## src/rtl/instr_fetch_unit.sv

```systemverilog
// Fetch stage: holds the PC, issues word fetches over a valid/ready port and
// presents the fetched instruction to decode. Optional macro: FETCH_PERF_CNT_EN.
module instr_fetch_unit #(
   parameter logic [31:0] RESET_PC = 32'h0000_0000
) (
   input  logic        clk,
   input  logic        reset,
   output logic        imem_req_valid,
   input  logic        imem_req_ready,
   output logic [31:0] imem_addr,
   input  logic        imem_rsp_valid,
   input  logic [31:0] imem_rdata,
   output logic        instr_valid,
   input  logic        dec_ready,
   output logic [31:0] instruction,
   output logic [5:0]  opcode,
   output logic [31:0] pc_out,
   output logic [31:0] pc_plus4,
   input  logic        branch_taken,
   input  logic [31:0] imm_ext,
   input  logic        jump,
   input  logic [25:0] jump_target,
   output logic [31:0] perf_retired
);

   localparam logic [1:0] S_FETCH = 2'd0;
   localparam logic [1:0] S_WAIT  = 2'd1;
   localparam logic [1:0] S_HOLD  = 2'd2;

   logic [1:0]  state_q, state_d;
   logic [31:0] pc_q, pc_d;
   logic [31:0] instr_q, instr_d;
   logic        vld_q, vld_d;
   logic [31:0] next_pc;

   assign pc_out      = pc_q;
   assign pc_plus4    = pc_q + 32'd4;
   assign instruction = instr_q;
   assign opcode      = instr_q[31:26];
   assign instr_valid = vld_q;
   assign imem_addr   = pc_q;
   // Gated by reset so no request is visible while the core is held in reset.
   assign imem_req_valid = (state_q == S_FETCH) && !reset;

   // Jump wins over a taken branch.
   always_comb begin
      next_pc = pc_plus4;
      if (jump)
         next_pc = {pc_plus4[31:28], jump_target, 2'b00};
      else if (branch_taken)
         next_pc = pc_plus4 + (imm_ext << 2);
   end

   always_comb begin
      state_d = state_q;
      pc_d    = pc_q;
      instr_d = instr_q;
      vld_d   = vld_q;
      case (state_q)
         S_FETCH: if (imem_req_ready) state_d = S_WAIT;
         S_WAIT: begin
            if (imem_rsp_valid) begin
               instr_d = imem_rdata;
               vld_d   = 1'b1;
               state_d = S_HOLD;
            end
         end
         S_HOLD: begin
            if (dec_ready) begin
               pc_d    = next_pc;
               vld_d   = 1'b0;
               state_d = S_FETCH;
            end
         end
         default: begin
            vld_d   = 1'b0;
            state_d = S_FETCH;
         end
      endcase
   end

   always_ff @(posedge clk) begin
      if (reset) begin
         state_q <= S_FETCH;
         pc_q    <= RESET_PC;
         instr_q <= '0;
         vld_q   <= 1'b0;
      end else begin
         state_q <= state_d;
         pc_q    <= pc_d;
         instr_q <= instr_d;
         vld_q   <= vld_d;
      end
   end

`ifdef FETCH_PERF_CNT_EN
   logic        retire;
   logic [31:0] perf_q;

   assign retire = (state_q == S_HOLD) && dec_ready;

   always_ff @(posedge clk) begin
      if (reset)
         perf_q <= '0;
      else if (retire)
         perf_q <= perf_q + 32'd1;
   end

   assign perf_retired = perf_q;
`else
   assign perf_retired = '0;
`endif

endmodule

```

## config.mk

```make
export PLATFORM = sky130hd
export DESIGN_NAME = instr_fetch_unit
export DESIGN_NICKNAME = d
export VERILOG_FILES = /design/src/rtl/instr_fetch_unit.sv
export SDC_FILE = /design/constraint.sdc
export NUM_CORES = 1
export LEC_CHECK = 0
export CAP_MARGIN = 20
export CORE_UTILIZATION = 43
export CTS_BUF_LIST = sky130_fd_sc_hd__clkbuf_4 sky130_fd_sc_hd__clkbuf_8
export CTS_CLUSTER_DIAMETER = 150
export DETAILED_ROUTE_END_ITERATION = 8
export PLACE_DENSITY_LB_ADDON = 0.3
export SYNTH_ARGS = -nofsm -noshare
export SYNTH_HDL_FRONTEND = slang
export SYNTH_SLANG_ARGS = --single-unit
export TNS_END_PERCENT = 5
```

## constraint.sdc

```tcl
create_clock -name clk -period 4.8 [get_ports clk]
set_input_delay 0.96 -clock clk [delete_from_list [all_inputs] [get_ports clk]]
set_output_delay 0.96 -clock clk [all_outputs]
set_load 0.05 [all_outputs]
```

======== Yosys cells after proc, flatten, opt, wreduce, memory -nomap -nowiden ========
Index checks and enable logic that the tools add are counted.
operators by class
  add/sub/neg operators ................... 2
  equal/unequal tests ..................... 5
  multiplexer cells ....................... 9
  bitwise gates (word level) .............. 1
  reduce and logical (&&, ||, !) cells .... 7
operators with widths
  cell                     number
  $mux W32                 2
  $add A32 B3 Y32 const B  1
  $add A32 B32 Y32         1
  $mux W2                  3
  $ne A2 B2 Y1 const B     3
  $pmux W2 S3              1
  $reduce_and A3 Y1        2
  $reduce_and A2 Y1        2
  $pmux W1 S3              1
  $eq A2 B1 Y1 const B     1
  $eq A2 B2 Y1 const B     1
  $logic_not A2 Y1         1
  $mux W1                  2
  $logic_and A1 B1 Y1      1
  $logic_not A1 Y1         1
  $not A1 Y1               1
storage, ports and cells
  register bits ........................... 67
  bits of input ports ..................... 97

======== Longest topological paths before layout ========
  depth in word-level cells ............... 4
  mapped depth ............................ 16
  depth with buffers taken out ............ 16

======== Worst setup path after synthesis ========
Ideal clock, no wire load.
  path kind ............................... reg-to-reg
  start ................................... register pc_q[2] (netlist: imem_addr[2])
  end ..................................... register pc_q[31] (netlist: imem_addr[31])
  setup time .............................. 0.074 ns
  arrival time ............................ 4.698 ns
  required time ........................... 4.726 ns
  path slack .............................. 0.028 ns
  cell stages (with the launch flop) ...... 16
  path buffers ............................ 1
  period minus slack after synthesis ...... 4.772 ns
  path through ............................ dfxtp_1 > ha_1 > nand3_2 > or4_4 > nor2_1 > xor2_1 > ha_1 > clkbuf_1 > a21oi_1 > and2_1 > a31oi_2 > o211ai_1 > a21boi_2 > a211o_1 > a31o_2 > a31oi_1
between the ends
  word-level cells in the longest chain between the ends .. 4
RTL lines
  what                      RTL line  text
  start: declaration        31        logic [31:0] pc_q, pc_d;
  start signal: assignment  90        pc_q <= pc_d;
  $add A32 B3 Y32           37        assign pc_plus4 = pc_q + 32'd4;
  via pc_plus4[16]          18        output logic [31:0] pc_plus4,
  $add A32 B32 Y32          51        next_pc = pc_plus4 + (imm_ext << 2);
  $mux W32                  50        else if (branch_taken)
  $mux W32                  48        if (jump)
The timed path passes the listed nets, and every way through them passes these cells.
A chain may end at the register's enable or synchronous reset.

======== Final worst setup path ========
  start ................................... register pc_q[2] (netlist: imem_addr[2])
  end ..................................... output port pc_plus4[28]
between the ends
  word-level cells in the longest chain between the ends .. 1
RTL lines
  what              RTL line
  $add A32 B3 Y32   37
  end: declaration  18
Every way passes these cells.

==> metrics <==
row count 41; Int Pwr 0.9802 mW; DRT Pass-1 Iters 5; DRC viols 0; required time worst endpoint 3.84 ns; slowest stage delay, CP 0.86 ns; most common cell after layout, fill and taps aside clkdlybuf4s50_1; Buf/Inv on CP 1; vias in the first global route 5189; Cells after Synth 749; Max transition margin 0.5161; GRT Resource Usage Total 0.2493; CTS sink cnt 65; Crit-path slowest cell clkdlybuf4s50_1; post-synthesis register bit count 65; Wirelength per Cell ~16 um; Routed Antenna Nets 0; Final Wtd Congestion 0.9402; Crit path max-delay family simple AND/OR/NAND/NOR gates; final WL 17.27 mm; Peak Freq about 220 MHz; fin. max-slew vios 0; area delta synth->final 38.54%; first-pass GRT wire length 26.20 mm; fill cell count around 1200; unrepaired setup endpoints after global routing no; EDFF count, synth 0; port bufs between 200 and 250; switch share 0.3686; layout cells sized above 1 0.05730; Ys Warns 0; Critical Path AT roughly 3.5 ns; CTS tree done; CTS Buf Count 9; crit path cell chain ha_1 -> nand3_2 -> or4_4 -> nor2_8 -> and3_4 -> nand3_1 -> xnor2_1 -> clkdlybuf4s50_1; period utilization 0.9292; Hold Path Class reg -> reg; PwrDens around 200 mW/mm2; post-synth cell types between 70 and 80; core area 0.01262 mm2; Max FO, Critical Path 8; actual slew at the worst max-slew pin 0.7259 ns; power share of the combinational group 0.305; IR drop worst, VDD 0.1606 mV; Reg area 0.001301 mm2; Mapped Area 0.005588 mm2; crit start category register; TNS Setup 0 ns; Root Driver clkbuf_8; die area 0.01345 mm2; worst skew pair latency between 0.3 and 0.4 ns; final hold violation count 0; CTS clk-pin slew, worst paths 0.08 ns; Overflow after GRT 0; H-tree Lvls 3; WHS 0.4536 ns; status completed; initial antenna violation count 0; post-synthesis sequential area ratio 0.2329; commonest non-fill, non-tap cells in the layout clkdlybuf4s50_1 (223), nand2_1 (123), a21oi_1 (86); mean post-synth cell area around 7.5 um2; Post-CTS Hold Buffers 0; proportion of power drawn by flip-flops and latches 0.368; via count 5822; critical path capture point type output pin; leak pwr 3.085 nW; largest net degree at the start of global routing between 60 and 70; Final Setup Violations 0; post-DP HPWL between 10 and 15 mm; drt via density 5.302; Psw 0.5721 mW; area of the multi-input gates 0.003661 mm2; I/O pins 265; maxcap violations 0; asr flop ratio synth 0; Die H roughly 120 um; CTS resizes 0; Layout Nets around 1100; CTS Buffer Depth 2; DIE WIDTH 116.0 um; CP Class reg -> out; Layout Skew 0.01384 ns; Setup Fix Bufs, Post-CTS 0; Iteration-0 DRC Markers 347; Final Critical Period around 4.5 ns; Starting Density 0.4428; Main synth FF type dfxtp_1; Clk pwr share 0.328
[kinds of logic (layout without fill, tap and decap cells)]
kind of cell	count (synthesis)	in the layout	synth area share
AOI/OAI and AO/OA	198	198	0.2288
xor gates and xnor gates	49	49	0.07949
adders and majority gates	37	37	0.08419
buffers and inverters	124	263	0.1382
DFF	65	65	0.2329
muxes	5	5	0.008957
other	1	39	0.0006711
and+or+nand+nor	270	270	0.2268
[area by class of cell]
class / count / area share
diodes: 1 / 0.0003233
clock buffers: 9 / 0.01600
clock inverters: 7 / 0.01083
inverters: 15 / 0.007273
multi-input cells: 597 / 0.4729
flip-flops and latches: 65 / 0.1681
well taps: 172 / 0.02780
repair buffers: 232 / 0.2968
[power by group through the flow]
stage	registers (mW)	logic, mW	clock network (mW)
after CTS	0.570	0.471	0.527
after detailed placement	0.583	0.469	0
final	0.570	0.473	0.509
after global placement	0.582	0.468	0
after global routing	0.573	0.503	0.546
after floorplan	0.630	0.286	0
[cell usage after synthesis (all sizes together), types with 2 or more instances]
cell type	number	area (um2)
o211ai	19	142.6
o31ai	5	52.55
xnor2	27	251.5
a31o	2	17.52
nand2b	4	25.02
a211oi	8	60.06
or2	4	25.03
and2	10	62.56
a21o	15	112.6
a31oi	5	37.53
o21ai	27	138.9
clkbuf	29	112.6
nor2b	3	18.77
a311oi	3	32.53
nand3b	2	15.01
nand2	123	461.7
nor3	16	80.08
nor3b	2	15.01
a211o	6	52.55
a32o	2	20.02
and3	10	68.82
o21a	2	15.01
dfxtp	65	1301
or3	2	12.51
xor2	22	192.7
a21boi	2	18.77
nor2	56	226.5
nand3	20	120.1
nand4	10	62.56
o21bai	2	15.01
nor4	2	18.77
a21oi	86	430.4
inv	15	56.30
ha	36	450.4
a311o	2	20.02
mux2i	5	50.05
buf	80	603.1
[metrics by stage]
stage	util	setup WS, ns	total power [mW]	instances	area, um2
floorplan	-	0.02800	0.9162	786	5727
global placement	0.5968	0.6412	1.050	1081	7531
detailed placement	0.5968	0.5833	1.052	1081	7531
CTS	0.6132	0.3161	1.568	1097	7739
global route	0.6132	0.1640	1.622	1097	7739
finish	0.6134	0.3400	1.552	1098	7741
[routing by layer]
metal | part of all wire | track usage | up-vias
met3 | 0.071 | 0.04603 | 26
met2 | 0.48 | 0.4210 | 253
met5 | 0 | 0 | -
met1 | 0.43 | 0.3195 | 2691
met4 | 0.018 | 0.08120 | 0
li1 | - | - | 2852
[worst min-delay path, stage by stage (launching register included)]
cell	delay, ns
dfxtp_1	0.31
nand2_1	0.05
a21oi_1	0.05
[path summary, 6_finish.rpt]
check	from	end	slack [ns]	cells after the start
min	instruction[1]	instruction[1]	0.45	2
max reg2reg	imem_addr[2]	imem_addr[29]	0.51	16
min reg2reg	instruction[1]	instruction[1]	0.45	2
max	imem_addr[2]	pc_plus4[28]	0.34	8
[flip-flops by register name (all words and copies together) (netlist names)]
name,cells
imem_addr,30
instr_valid,1
instruction,32
state_q,2
No activity file was read; power rests on OpenSTA's default activity.
